**config.mk**
```make
export PLATFORM = sky130hd
export DESIGN_NAME = k005297_bus_arbiter
export DESIGN_NICKNAME = d
export VERILOG_FILES = /design/src/rtl/k005297_arb_pkg.sv /design/src/rtl/k005297_rr_pick.sv /design/src/rtl/k005297_bus_arbiter.sv
export SDC_FILE = /design/constraint.sdc
export NUM_CORES = 1
export LEC_CHECK = 0
export ABC_AREA = 1
export ABC_CLOCK_PERIOD_IN_PS = 4300
export BUFFER_PORTS_ARGS = -buffer_cell sky130_fd_sc_hd__clkbuf_2
export CAP_MARGIN = 20
export CELL_PAD_IN_SITES_DETAIL_PLACEMENT = 0
export CELL_PAD_IN_SITES_GLOBAL_PLACEMENT = 2
export CORE_MARGIN = 2
export CORE_UTILIZATION = 33
export DETAILED_ROUTE_END_ITERATION = 8
export HOLD_SLACK_MARGIN = 0.06
export PLACE_DENSITY_LB_ADDON = 0.08
export SLEW_MARGIN = 15
export SYNTH_ARGS = -nofsm -noshare
export SYNTH_HDL_FRONTEND = slang
export SYNTH_SLANG_ARGS = --single-unit
```
**constraint.sdc**
```tcl
create_clock -name i_MCLK -period 4.3 [get_ports i_MCLK]
set_clock_uncertainty 0.05 [all_clocks]
set_input_delay 0 -clock i_MCLK [delete_from_list [all_inputs] [get_ports i_MCLK]]
set_output_delay 0 -clock i_MCLK [all_outputs]
set_load 0.02 [all_outputs]
```
**src/rtl/k005297_arb_pkg.sv**
```systemverilog
// Shared definitions for the K005297 bus arbiter: FSM state encoding,
// counter widths and a small index-width helper.
package k005297_arb_pkg;

   // Arbiter FSM state encoding (also exported on the debug state port)
   localparam logic [1:0] ARB_IDLE    = 2'd0;
   localparam logic [1:0] ARB_ARB     = 2'd1;
   localparam logic [1:0] ARB_GRANT   = 2'd2;
   localparam logic [1:0] ARB_RELEASE = 2'd3;

   // hold_cnt must reach MAX_HOLD (up to 255), turn_cnt must hold TURN_CYC (up to 7)
   localparam int HOLD_W = 8;
   localparam int TURN_W = 3;

   // Width of a requester index; never narrower than one bit
   function automatic int id_width(input int n);
      return (n > 1) ? $clog2(n) : 1;
   endfunction

endpackage

```
**src/rtl/k005297_rr_pick.sv**
```systemverilog
// Combinational circular first-one finder for the K005297 bus arbiter.
// Searches req starting one position after ptr and wrapping around, so the
// previous winner (ptr) is considered last. With prio0 set, requester 0
// wins whenever it is requesting.
module k005297_rr_pick
   import k005297_arb_pkg::*;
#(
   parameter int NREQ = 4,
   localparam int IDW = id_width(NREQ)
)(
   input  logic [NREQ-1:0] req,
   input  logic [IDW-1:0]  ptr,
   input  logic            prio0,
   output logic            valid,
   output logic [IDW-1:0]  winner
);

   logic [IDW-1:0] idx;
   logic           found;

   // Scan NREQ positions after ptr; first set bit wins unless requester 0 has priority
   always_comb begin
      valid  = |req;
      winner = '0;
      found  = 1'b0;
      idx    = '0;
      if (prio0 && req[0]) begin
         winner = '0;
         found  = 1'b1;
      end
      for (int i = 1; i <= NREQ; i++) begin
         idx = IDW'((int'(ptr) + i) % NREQ);
         if (!found && req[idx]) begin
            winner = idx;
            found  = 1'b1;
         end
      end
   end

endmodule

```
**src/rtl/k005297_bus_arbiter.sv**
```systemverilog
// K005297 internal data bus arbiter.
// Shares the bus among NREQ level requesters (refresh, bubble read, bubble
// write, CPU DMA). Advances only on the 2 MHz subclock tick (i_CLK2M_PCEN_n
// low) and only starts new arbitrations while i_SYS_RUN_FLAG is set.
// Grants are one-hot and non-preemptive; a grant is followed by TURN_CYC
// idle turnaround ticks.
// Optional grant watchdog: define K005297_ARB_TIMEOUT_EN to force release
// of a grant held for MAX_HOLD ticks and pulse o_TIMEOUT.
//
// Handshake: i_REQ[n] is a level request held until served; o_GNT[n] rises
// one tick after arbitration and stays high while i_REQ[n] stays high. The
// requester ends the transfer by dropping i_REQ[n]; o_GNT[n] falls on the
// tick that observes it.
module k005297_bus_arbiter
   import k005297_arb_pkg::*;
#(
   parameter int NREQ     = 4,
   parameter int PRIO0    = 1,
   parameter int TURN_CYC = 1,
   parameter int MAX_HOLD = 16,
   localparam int IDW     = id_width(NREQ)
)(
   input  logic              i_MCLK,
   input  logic              i_MRST_n,
   input  logic              i_CLK2M_PCEN_n,
   input  logic              i_SYS_RST_n,
   input  logic              i_SYS_RUN_FLAG,
   input  logic [NREQ-1:0]   i_REQ,
   output logic [NREQ-1:0]   o_GNT,
   output logic [IDW-1:0]    o_GNT_ID,
   output logic              o_BUS_BUSY,
   output logic              o_TIMEOUT,
   output logic [1:0]        o_DBG_STATE,
   output logic [HOLD_W-1:0] o_DBG_HOLD_CNT
);

   localparam logic [NREQ-1:0]   GNT_ONE  = {{(NREQ-1){1'b0}}, 1'b1};
   localparam logic [IDW-1:0]    PTR_RST  = IDW'(NREQ - 1);
   localparam logic [TURN_W-1:0] TURN_LD  = TURN_W'(TURN_CYC);
   localparam logic [HOLD_W-1:0] HOLD_SAT = HOLD_W'(MAX_HOLD);

   logic [1:0]        state_q;
   logic [NREQ-1:0]   gnt_q;
   logic [IDW-1:0]    gnt_id_q;
   logic [IDW-1:0]    rr_ptr_q;
   logic [TURN_W-1:0] turn_q;
   logic [HOLD_W-1:0] hold_q;

   logic              req_any;
   logic              pick_valid;
   logic [IDW-1:0]    pick_w;

   assign req_any = |i_REQ;

   k005297_rr_pick #(.NREQ(NREQ)) u_pick (
      .req    (i_REQ),
      .ptr    (rr_ptr_q),
      .prio0  (PRIO0 != 0),
      .valid  (pick_valid),
      .winner (pick_w)
   );

`ifdef K005297_ARB_TIMEOUT_EN
   localparam logic [HOLD_W-1:0] HOLD_LIM = HOLD_W'(MAX_HOLD - 1);
   logic timeout_q;

   // Watchdog pulse: set on the forced-release tick, cleared on the next tick
   always_ff @(posedge i_MCLK or negedge i_MRST_n) begin
      if (!i_MRST_n) begin
         timeout_q <= 1'b0;
      end else if (!i_CLK2M_PCEN_n) begin
         timeout_q <= i_SYS_RST_n && (state_q == ARB_GRANT) &&
                      i_REQ[gnt_id_q] && (hold_q == HOLD_LIM);
      end
   end

   assign o_TIMEOUT = timeout_q;
`else
   assign o_TIMEOUT = 1'b0;
`endif

   // Arbiter FSM with round-robin pointer, hold and turnaround counters
   always_ff @(posedge i_MCLK or negedge i_MRST_n) begin
      if (!i_MRST_n) begin
         state_q  <= ARB_IDLE;
         gnt_q    <= '0;
         gnt_id_q <= '0;
         rr_ptr_q <= PTR_RST;
         turn_q   <= '0;
         hold_q   <= '0;
      end else if (!i_CLK2M_PCEN_n) begin
         if (!i_SYS_RST_n) begin
            state_q  <= ARB_IDLE;
            gnt_q    <= '0;
            gnt_id_q <= '0;
            rr_ptr_q <= PTR_RST;
            turn_q   <= '0;
            hold_q   <= '0;
         end else begin
            case (state_q)
               ARB_IDLE: begin
                  if (i_SYS_RUN_FLAG && req_any)
                     state_q <= ARB_ARB;
               end
               ARB_ARB: begin
                  if (i_SYS_RUN_FLAG && pick_valid) begin
                     gnt_q    <= GNT_ONE << pick_w;
                     gnt_id_q <= pick_w;
                     rr_ptr_q <= pick_w;
                     hold_q   <= '0;
                     state_q  <= ARB_GRANT;
                  end else begin
                     state_q  <= ARB_IDLE;
                  end
               end
               ARB_GRANT: begin
                  if (!i_REQ[gnt_id_q]) begin
                     gnt_q   <= '0;
                     turn_q  <= TURN_LD;
                     state_q <= ARB_RELEASE;
                  end
`ifdef K005297_ARB_TIMEOUT_EN
                  else if (hold_q == HOLD_LIM) begin
                     gnt_q   <= '0;
                     turn_q  <= TURN_LD;
                     state_q <= ARB_RELEASE;
                  end
`endif
                  else if (hold_q != HOLD_SAT) begin
                     hold_q <= hold_q + HOLD_W'(1);
                  end
               end
               default: begin
                  // RELEASE: bus stays busy for TURN_CYC ticks after the grant drops
                  if (turn_q <= TURN_W'(1)) begin
                     turn_q  <= '0;
                     state_q <= (i_SYS_RUN_FLAG && req_any) ? ARB_ARB : ARB_IDLE;
                  end else begin
                     turn_q  <= turn_q - TURN_W'(1);
                  end
               end
            endcase
         end
      end
   end

   assign o_GNT          = gnt_q;
   assign o_GNT_ID       = gnt_id_q;
   assign o_BUS_BUSY     = (state_q == ARB_GRANT) || (state_q == ARB_RELEASE);
   assign o_DBG_STATE    = state_q;
   assign o_DBG_HOLD_CNT = hold_q;

   // Grant vector must never be multi-hot
   a_gnt_onehot: assert property (@(posedge i_MCLK) disable iff (!i_MRST_n) $onehot0(o_GNT));

endmodule

```
# Yosys cells after proc, flatten, opt, wreduce, memory -nomap -nowiden
# Cells that the tools add are included.
# word_totals
register_bits	21
latchBits	0
ram_bits	0
romBits	0
out_inout_bits	18
memories	0
# classes
add_sub_neg	6
mul	0
n_div	0
magnitude_cmp	6
eq_ne	14
shifts	1
mux	42
bitwise	1
reduce_logical	18
# op_table
operator	count
2-to-1 mux 8 bit	4
2-to-1 mux 2 bit	13
one-hot mux 8 bit (2 select lines)	1
less-than comparator 2 x 3 -> 1 bit (second input constant)	5
inequality test 3 bit (second input constant)	5
2-to-1 mux 4 bit	3
binary-select mux 1 bit (select 2 bit)	5
2-to-1 mux 1 bit	10
2-to-1 mux 3 bit	3
adder 8 x 1 -> 8 bit (second input constant)	1
inequality test 8 x 5 -> 1 bit (second input constant)	1
one-hot mux 4 bit (2 select lines)	1
AND reduction 4 bit	2
one-hot mux 2 bit (3 select lines)	1
one-hot mux 3 bit (2 select lines)	1
AND reduction 3 bit	2
logical AND 1 bit	5
inequality test 5 x 1 -> 1 bit (second input constant)	1
AND reduction 5 bit	1
adder 2 x 1 -> 2 bit (second input constant)	2
adder 2 bit (second input constant)	2
== test 2 bit (second input constant)	2
zero test 1 bit	4
inequality test 2 x 1 -> 1 bit (second input constant)	2
other kinds (11)	11

# Depth between registers and ports, before layout
# Gate-level depths: netlist (run 1).
# logic_depth
word_depth	18
mapped_depth	12
depth_no_buf	11

# Cells and area by module
# Synthesis (run 1) repeated with hierarchy kept, for this count alone.
# hier_totals
hier_cells	280
hier_area_um2	1835.5
# modules_own_cells
module	n_inst	cells_each	area_each_um2	seq_area_each_um2
k005297_bus_arbiter	1	219	1535.2	528.0
k005297_rr_pick	1	61	300.3	0.0

# Least setup slack after synthesis (run 1)
# Ideal clock, no wire load.
# synth_timing
path_type	reg-to-reg
from	reg state_q[0], in the netlist o_DBG_STATE[0]
to	reg hold_q[5], in the netlist o_DBG_HOLD_CNT[5]
setup_time_ps	119
arrival_time_ps	1719
required_time_ps	4131
slack_ps	2412
stages_incl_launch_ff	10
n_path_buf	1
synth_period_minus_slack_ps	1888
cell_sequence	dfrtp_1 > inv_1 > ha_1 > inv_2 > or2_0 > a31oi_1 > nand2_2 > buf_6 > nand2_1 > o21ai_2
# synth_via
elab_chain_cells	3
word_cells_on_any_way	9
cone_classes	eq/ne: 6; mux: 2; reduce/logical: 1
# synth_lines
item	line_no	rtl
from (decl)	k005297_bus_arbiter.sv:42	logic [1:0] state_q;
from (signal assigned)	k005297_bus_arbiter.sv:137	state_q <= (i_SYS_RUN_FLAG && req_any) ? ARB_ARB : ARB_IDLE;
== test 2 bit / == test 2 x 1 -> 1 bit (equally long branches)	k005297_bus_arbiter.sv:100	case (state_q)
inequality test 3 bit (no line), or another cell as far along	n/a	
AND reduction 5 bit (no line) / 2-to-1 mux 8 bit (equally long branches)	n/a	
to (signal assigned)	k005297_bus_arbiter.sv:130	hold_q <= hold_q + HOLD_W'(1);
to (decl)	k005297_bus_arbiter.sv:47	logic [HOLD_W-1:0] hold_q;
# Parallel ways exist; a longest one is shown, timed or not.
# A chain may end at the register's enable or synchronous reset.

# Worst setup path in the final report (run 1)
# layout_timing
from	reg state_q[0], in the netlist o_DBG_STATE[0]
to	reg hold_q[2], in the netlist o_DBG_HOLD_CNT[2]
# Same word-level chain as after synthesis.

==> results of run 1 <==
## report_power, final
part	total (W)	internal, W	switching [W]
combinational	0.000522	0.000170	0.000351
clock	0.000134	0.0000647	0.0000698
sequential	0.000303	0.000249	0.0000541
## repair_timing
item                                    CTS  global route
buffers inserted                          0             0
endpoints found under the hold margin    22             0
hold buffers                              2             0
endpoints found under the setup margin    0             0
## state kept, by name, indices dropped and copies added, names as in the netlist
signal          cells
o_DBG_HOLD_CNT      8
o_GNT               4
turn_q              3
o_DBG_STATE         2
o_GNT_ID            2
rr_ptr_q            2
## worst max-delay path, stage by stage, from the launching register on
cell and delay [ns]:
dfrtp_1 0.42, inv_1 0.12, ha_1 0.32, inv_2 0.11
or2_0 0.24, a31oi_1 0.21, nand2_2 0.26, nand2_1 0.15
o21ai_2 0.06
## through the flow
step / instances / worst slack [ns] / total power (W) / hold WS (ns)
finish: 323 / 2.26 / 0.000959 / 0.110
global route: 323 / 2.04 / 0.00106 / 0.162
CTS: 323 / 2.22 / 0.000971 / 0.104
detailed placement: 317 / 2.24 / 0.000831 / -0.0242
global placement: 317 / 2.26 / 0.000844 / -0.0283
floorplan: 230 / 2.41 / 0.000706 / -0.346
## cells by family (layout without fill, tap and decap cells)
logic type | count (synthesis) | after routing | synth area share (%)
adders and majority gates | 8 | 8 | 6.19
DFF | 21 | 21 | 32.7
and+or+nand+nor | 133 | 133 | 37.4
AOI/OAI and AO/OA | 31 | 31 | 11.7
buffers and inverters | 30 | 56 | 8.59
xor gates and xnor gates | 6 | 6 | 3.25
other | 1 | 1 | 0.232
## synthesized netlist by cell type, types with 3 or more instances
cell	n	area (um2)
a21oi_1	6	30.0
dfrtp_1	19	475
ha_1	8	100
inv_1	21	78.8
inv_2	3	11.3
nand2_1	70	263
nand2_2	10	62.6
nand3_1	23	115
nand3_2	3	30.0
nand4_1	3	18.8
nor2_1	15	56.3
nor3_1	3	15.0
o21ai_0	9	45.0
o21ai_1	5	25.0
o21ai_2	8	70.1
xor2_1	4	35.0
## metal layers
layer	global-route usage, %	wire (um)	up-vias
met5	0	0	-
met4	4.24	47	0
met3	2.17	67	5
met2	25.2	1750	13
met1	22.5	2000	666
li1	-	-	790
## worst max path at each step
stage / start / to / slack, ns / cells past startpoint
CTS: o_DBG_STATE[0] / o_DBG_HOLD_CNT[2] / 2.22 / 8
detailed placement: o_DBG_STATE[0] / o_DBG_HOLD_CNT[1] / 2.24 / 8
floorplan: o_DBG_STATE[0] / o_DBG_HOLD_CNT[5] / 2.41 / 9
global route: o_DBG_STATE[0] / o_DBG_HOLD_CNT[2] / 2.04 / 8
finish: o_DBG_STATE[0] / o_DBG_HOLD_CNT[2] / 2.26 / 8
global placement: o_DBG_STATE[0] / o_DBG_HOLD_CNT[0] / 2.26 / 8
## area by class of cell
| type | count | area (um2) |
|---|---|---|
| Tap cell | 67 | 83.8 |
| Inverter | 25 | 98.8 |
| Timing Repair Buffer | 27 | 145 |
| Clock buffer | 3 | 41.3 |
| Sequential cell | 21 | 528 |
| Multi-Input combinational cell | 179 | 950 |
| Clock inverter | 1 | 5.00 |
| Fill cell | 490 | 2870 |
==> metrics, run 1 <==
most frequent cells in the layout 70 x nand2_1, 25 x clkbuf_2, 23 x nand3_1; final WL 3870 um; clock-pin slew on the worst setup and hold paths about 0.080 ns; first-iteration detailed-routing DRC count 61; clock sink count 21; reg2reg end o_DBG_HOLD_CNT[2]; R2R cell count 8; P_leak 0.915 nW; Crit Path Class register to register; Pwr Density 518 mW/mm2; flop2flop setup slack roughly 2.3 ns; worst-case clock buffer depth 2; HPWL after detailed placement ~3100 um; crit path time final roughly 2 ns; Hold EP o_DBG_STATE[0]; drt wl/cell 12.0 um; Max FO, Critical Path 16; first-pass GRT wire length 6720 um; final net count 274; max cap viols 0; post-CTS sizing 0; pin slew with the least headroom to its limit 0.557 ns; std cell rows 25; Die X 74.0 um; Async SR Flop Fraction 100%; Worst-Skew Late Latency around 0.26 ns; crit path capture type register; io pins 27; Inserted Clock Buffers 3; yosys warns 0; Hold Path Class input pin to register; status finished, final reports clean; total nets after synthesis 247; CTS tree yes; Final Util 39.2%; min-delay src i_SYS_RUN_FLAG; final period utilization 47.6%; Peak VDD IR 204 uV; synthesized cell area 0.00162 mm2; Placed Area 0.00179 mm2; initial antenna violation count 0; via density per instance 4.56; Yosys cell types 31; max-slew violations 0; All-Layer GR Usage 15.8%; proportion of layout cells with a drive suffix above 1 about 23%; clock root buffer clkbuf_8; Post-Synthesis Cells 230; first-pass detailed-route iteration total 4; number of global-route vias before repair roughly 1,400; Area growth, synth to finish 14.6%; GP Congestion 0.753; ANT nets after route 0; Final Cell Area 0.00185 mm2; IO buf count 25; H-tree Lvls 1; largest net degree at the start of global routing 22; Initial Util around a third; Reg-to-Reg Start o_DBG_STATE[0]; synthesized flop and latch total 21; routed vias 1,474; Max Freq 489 MHz; Die Y-Extent around 74 um; number of synthesized flops with an enable pin 0; hold path depth 5; final setup vio count 0; CP Launch Type register; die area 0.00547 mm2; Slew headroom 62.9%; Main synth FF type dfrtp_1; DRC violations left 0; grt ovf 0; total core area 0.00472 mm2; commonest non-fill, non-tap cell in the layout nand2_1; setup_tns 0 ns; Seq/Total Area, Yosys 32.7%; Hold Violations, Final 0; mean post-synth cell area 7.03 um2; worst path required time 4.40 ns; unrepaired setup endpoints after global routing false; Inserted Diodes 0; CP arrival about 2.1 ns
Power figures use the tool's default switching activity.
==> run 2: changes to the inputs <==
- ABC_CLOCK_PERIOD_IN_PS: 4300 -> 2100
- CORE_UTILIZATION: 33 -> 31
- clock period: 4.3 -> 2.1 ns (I/O delays scaled with it)
==> run 2 against run 1 <==
  * Clock-buffer cell count increased by 1
  * Utilization is 2.1 points lower
  * Clock power is 93% higher
  * Cell count is 1.9% higher
  * Total power up 110%
  * Die area increased by 6.1%
  * Global-route usage decreased by 1.3 points
  * Hold slack worse by 0.036 ns
  * Non-clock buffer count is 3 higher
==> metrics, run 2 (synthesis gave the netlist of run 1 again) <==
status finished, final reports clean; CP Launch Type register; unrepaired setup endpoints after global routing false; All-Layer GR Usage 14.5% (-1.3 points); max-slew violations 0 (unchanged); Die X 76.2 um (+3.0%); Inserted Diodes 0 (unchanged); Peak VDD IR 486 uV (+140%); drt wl/cell 11.9 um (-0.86%); setup_tns 0 ns (unchanged); DRC violations left 0 (unchanged); number of flip-flops in the largest register 8 (unchanged); number of global-route vias before repair 1,502 (+4.4%); final period utilization 88.5% (+41 points); HPWL after detailed placement 3090 um (+0.61%); CTS tree yes; io pins 27 (unchanged); Worst-Skew Late Latency 0.26 ns (about the same); first-iteration detailed-routing DRC count 68 (+11%); Area growth, synth to finish 16.4%; routed vias 1,483 (+0.61%); CP cell instances inv_1 > ha_2 > inv_2 > or2_0 > a31oi_1 > nand2_4 > nand2_1 > o21ai_2; flop2flop setup slack 0.24 ns (-2.01 ns); Max Freq 538 MHz (+10%); Initial Util 31.9% (-2.4 points); Max FO, Critical Path 16 (unchanged); Slew headroom 63.5% (+0.64 points); ANT nets after route 0 (unchanged); CP arrival 1.95 ns (-0.19 ns); std cell rows 26 (+4.0%); clock root buffer clkbuf_8; Pwr Density 1060 mW/mm2 (+100%); Hold Path Class input pin to register; total core area 0.00507 mm2 (+7.4%); GP Congestion 0.735 (-2.4%); crit path capture type register; first-pass GRT wire length 7000 um (+4.1%); worst slack, placed 0.140 ns (-2.10 ns); Die Y-Extent 76.2 um (+3.0%); final net count 277 (+1.1%); most frequent cells in the layout 70 x nand2_1, 25 x clkbuf_2, 23 x nand3_1; Hold Violations, Final 0 (unchanged); proportion of layout cells with a drive suffix above 1 24.3% (+1.3 points); final WL 3910 um (+0.98%); setup ws final 0.242 ns (-2.01 ns); clock-pin slew on the worst setup and hold paths 0.08 ns (about the same); H-tree Lvls 1 (unchanged); pin slew with the least headroom to its limit 0.547 ns (-0.00966 ns); die area 0.00581 mm2 (+6.1%); crit path time final 1.86 ns (-0.187 ns); first-pass detailed-route iteration total 4 (unchanged); Inserted Clock Buffers 3 (unchanged); largest net degree at the start of global routing 22 (unchanged); max cap viols 0 (unchanged); worst path required time 2.19 ns (-2.21 ns); slowest CP cell dfrtp_1; post-CTS setup buffers 0 (unchanged); IO buf count 25 (unchanged); worst-case clock buffer depth 2 (unchanged); grt ovf 0 (unchanged); initial antenna violation count 0 (unchanged); commonest non-fill, non-tap cell in the layout nand2_1; P_leak 0.928 nW (+1.4%); final setup vio count 0 (unchanged); via density per instance 4.51 (-1.2%); CP peak stage delay 0.42 ns (about the same); clock sink count 21 (unchanged); Crit Path Class register to register
[run 2: area by class of cell]
cell class,instances,area (um2)
timing repair buffer,30,165
tap,70,87.6
fill,585,3190
inverter,25,98.8
sequential,21,528
multi-input combinational,179,957
clock buffer,4,45.0
[run 2: where the power goes]
group          total, W  internal (W)  switching (W)
sequential     0.000622      0.000510       0.000112
combinational   0.00111      0.000377       0.000733
clock          0.000258      0.000135       0.000124
[run 2: final timing paths]
kind	end	cells after the start	from
max	o_DBG_HOLD_CNT[5]	8	o_DBG_STATE[0]
min	rr_ptr_q[0]	4	i_CLK2M_PCEN_n
max reg2reg	o_DBG_HOLD_CNT[5]	8	o_DBG_STATE[0]
min reg2reg	o_GNT[2]	2	o_GNT[2]
max in group asynchronous	rr_ptr_q[0]	2	i_MRST_n
min in group asynchronous	o_GNT_ID[1]	2	i_MRST_n
[run 2: metal layers]
metal	GRT usage (%)	vias up	share of wire, %
li1	-	806	-
met1	19.1	655	49
met2	25.0	18	48
met3	3.08	4	2.8
met4	2.18	0	0.79
met5	0	-	0
[run 2: per-stage QoR]
| stage | cells | hold WS [ns] | total power, W | utilization (%) | instance area [um2] |
|---|---|---|---|---|---|
| 3_3_place_gp | 324 | -0.0161 | 0.00176 | 35.8 | 1820 |
| 6_report | 329 | 0.0740 | 0.00199 | 37.1 | 1880 |
| 3_5_place_dp | 324 | -0.0238 | 0.00174 | 35.8 | 1820 |
| 5_1_grt | 329 | 0.103 | 0.00220 | 37.1 | 1880 |
| 4_1_cts | 329 | 0.0731 | 0.00202 | 36.9 | 1870 |
| 2_1_floorplan | 230 | -0.346 | 0.00145 | - | 1620 |
[run 2: critical path: cells and delay by family (launching register included)]
kind	cells	cell delay, ns
flops	1	0.42
simple gates	3	0.51
compound gates	2	0.31
buf+inv	2	0.18
fa+ha+maj	1	0.26
[run 2: timing repair]
action	CTS	global route
resized for setup	0	2
setup endpoints to repair	0	8
hold buffers	1	0
hold endpoints to repair	19	0
==> run 3: changes to the inputs <==
- REMOVE_ABC_BUFFERS: not set -> 1
==> run 3 against run 2 <==
  * Sequential power barely moved
  * Die area stayed put
  * Fmax barely moved
  * Via count up 1.6%
  * Utilization is 0.20 points higher
  * First-iteration DRC count did not move
  * Critical endpoint is now o_DBG_HOLD_CNT[6]
  * Largest cell class unchanged
  * Largest power group unchanged
==> metrics, run 3 (synthesis gave the netlist of run 1 again) <==
first-pass detailed-route iteration total 7 (+3); Sw Ratio 48.6% (about the same); proportion of layout cells with a drive suffix above 1 24.2% (-0.094 points); final period utilization 88.4% (about the same); R2R cell count 8 (unchanged); pin slew with the least headroom to its limit 0.575 ns (+0.0280 ns); clock root buffer clkbuf_8; die area 0.00581 mm2 (unchanged); status finished, final reports clean; Hold Path Class input pin to register; most frequent cells in the layout 70 x nand2_1, 25 x clkbuf_2, 23 x nand3_1; hold slack 0.0729 ns (-0.00115 ns); worst path required time 2.20 ns (about the same); unrepaired setup endpoints after global routing false; P_leak 0.932 nW (+0.45%); clock-pin slew on the worst setup and hold paths 0.08 ns (about the same); final setup vio count 0 (unchanged); Die X 76.2 um (unchanged); first-pass GRT wire length 6800 um (-2.8%); CTS tree yes; Hold Violations, Final 0 (unchanged); Inserted Diodes 0 (unchanged); Pwr Density 1050 mW/mm2 (-0.51%); max-slew violations 0 (unchanged); Peak VDD IR 420 uV (-13%); Comb power frac 55.5% (-0.3 points); IO buf count 25 (unchanged); final WL 3980 um (+1.8%); hold path depth 4 (unchanged); setup_tns 0 ns (unchanged); drt wl/cell 12.1 um (+1.5%); largest net degree at the start of global routing 22 (unchanged); commonest non-fill, non-tap cell in the layout nand2_1; Inserted Clock Buffers 3 (unchanged); sequential share of power 31.2% (about the same); io pins 27 (unchanged); max cap viols 0 (unchanged); Crit Path Class register to register; total core area 0.00507 mm2 (unchanged); std cell rows 26 (unchanged); crit path time final 1.86 ns (-0.00153 ns); initial antenna violation count 0 (unchanged); CP Launch Type register; Max Freq 539 MHz (about the same); final net count 278 (+0.36%); routed vias 1,506 (+1.6%); internal power 0.00102 W (+0.10%); Area growth, synth to finish 17.0%; All-Layer GR Usage 14.1% (-0.38 points); ANT nets after route 0 (unchanged); worst-case clock buffer depth 2 (unchanged); DRC violations left 0 (unchanged); crit path capture type register; clock share of power 13.3% (+0.3 points); Net Sw Power 0.000969 W (about the same); HPWL after detailed placement 3180 um (+2.8%); CP arrival 1.95 ns (about the same); Die Y-Extent 76.2 um (unchanged); number of global-route vias before repair 1,411 (-6.1%); Final Power 0.00199 W (about the same); Slew headroom 61.6% (-1.9 points); via density per instance 4.56 (+1.2%); Final Util 37.3% (+0.20 points); Worst-Skew Late Latency 0.26 ns (about the same); first-iteration detailed-routing DRC count 68 (unchanged); GP Congestion 0.745 (+1.5%); H-tree Lvls 1 (unchanged); Max FO, Critical Path 16 (unchanged); post-CTS setup buffers 0 (unchanged); number of flip-flops in the largest register 8 (unchanged); grt ovf 0 (unchanged); clock sink count 21 (unchanged); Initial Util 31.9% (unchanged)
## run 3: cell count changes in the layout (fill, tap and decap cells not counted)
| cell | before | now |
|---|---|---|
| dlygate4sd3_1 | 1 | 2 |
## run 3: final cells by class
type / count / area [um2]
Clock buffer: 4 / 45.0
Fill cell: 587 / 3180
Inverter: 25 / 98.8
Multi-Input combinational cell: 179 / 957
Sequential cell: 21 / 528
Tap cell: 70 / 87.6
Timing Repair Buffer: 31 / 175
## run 3: repair_timing
| item | 4_1_cts | 5_1_grt |
|---|---|---|
| hold buffers | 2 | 0 |
| hold endpoints to repair | 23 | 0 |
| endpoints found under the setup margin | 0 | 9 |
| resized for setup | 0 | 2 |
## run 3: per-layer routing
metal | routed length [um] | global-route usage (%) | up-vias
met5 | 0 | 0 | -
met4 | 20 | 2.18 | 0
met3 | 104 | 2.13 | 2
met2 | 1870 | 22.9 | 19
met1 | 1990 | 20.3 | 686
li1 | - | - | 799
## run 3: worst max-delay path, stage by stage, from the launching register on
cell	delay, ns
dfrtp_1	0.41
inv_1	0.12
ha_2	0.25
inv_2	0.05
or2_0	0.23
a31oi_1	0.28
nand2_4	0.19
nand2_1	0.12
o21ai_2	0.05
## run 3: power by group through the flow
stage / clock network [W] / logic, W / registers, W
floorplan: 0 / 0.000731 / 0.000681
global placement: 0 / 0.00112 / 0.000635
detailed placement: 0 / 0.00111 / 0.000633
CTS: 0.000281 / 0.00112 / 0.000625
global route: 0.000294 / 0.00125 / 0.000640
finish: 0.000264 / 0.00111 / 0.000621
## run 3: path summary, 6_finish.rpt
| kind | startpoint | to | slack (ns) |
|---|---|---|---|
| min in group asynchronous | i_MRST_n | turn_q[2] | 0.22 |
| min | i_CLK2M_PCEN_n | rr_ptr_q[0] | 0.07 |
| max | o_DBG_STATE[0] | o_DBG_HOLD_CNT[6] | 0.24 |
| max in group asynchronous | i_MRST_n | o_DBG_HOLD_CNT[5] | 1.41 |
| min reg2reg | o_GNT[0] | o_GNT[0] | 0.46 |
| max reg2reg | o_DBG_STATE[0] | o_DBG_HOLD_CNT[6] | 0.24 |
## run 3: stage by stage
| stage | instance area, um2 | worst slack, ns | instances |
|---|---|---|---|
| after CTS | 1880 | 0.129 | 330 |
| final | 1890 | 0.243 | 330 |
| after global placement | 1820 | 0.163 | 324 |
| after floorplan | 1580 | 0.207 | 225 |
| after detailed placement | 1820 | 0.173 | 324 |
| after global routing | 1890 | 0.0436 | 330 |
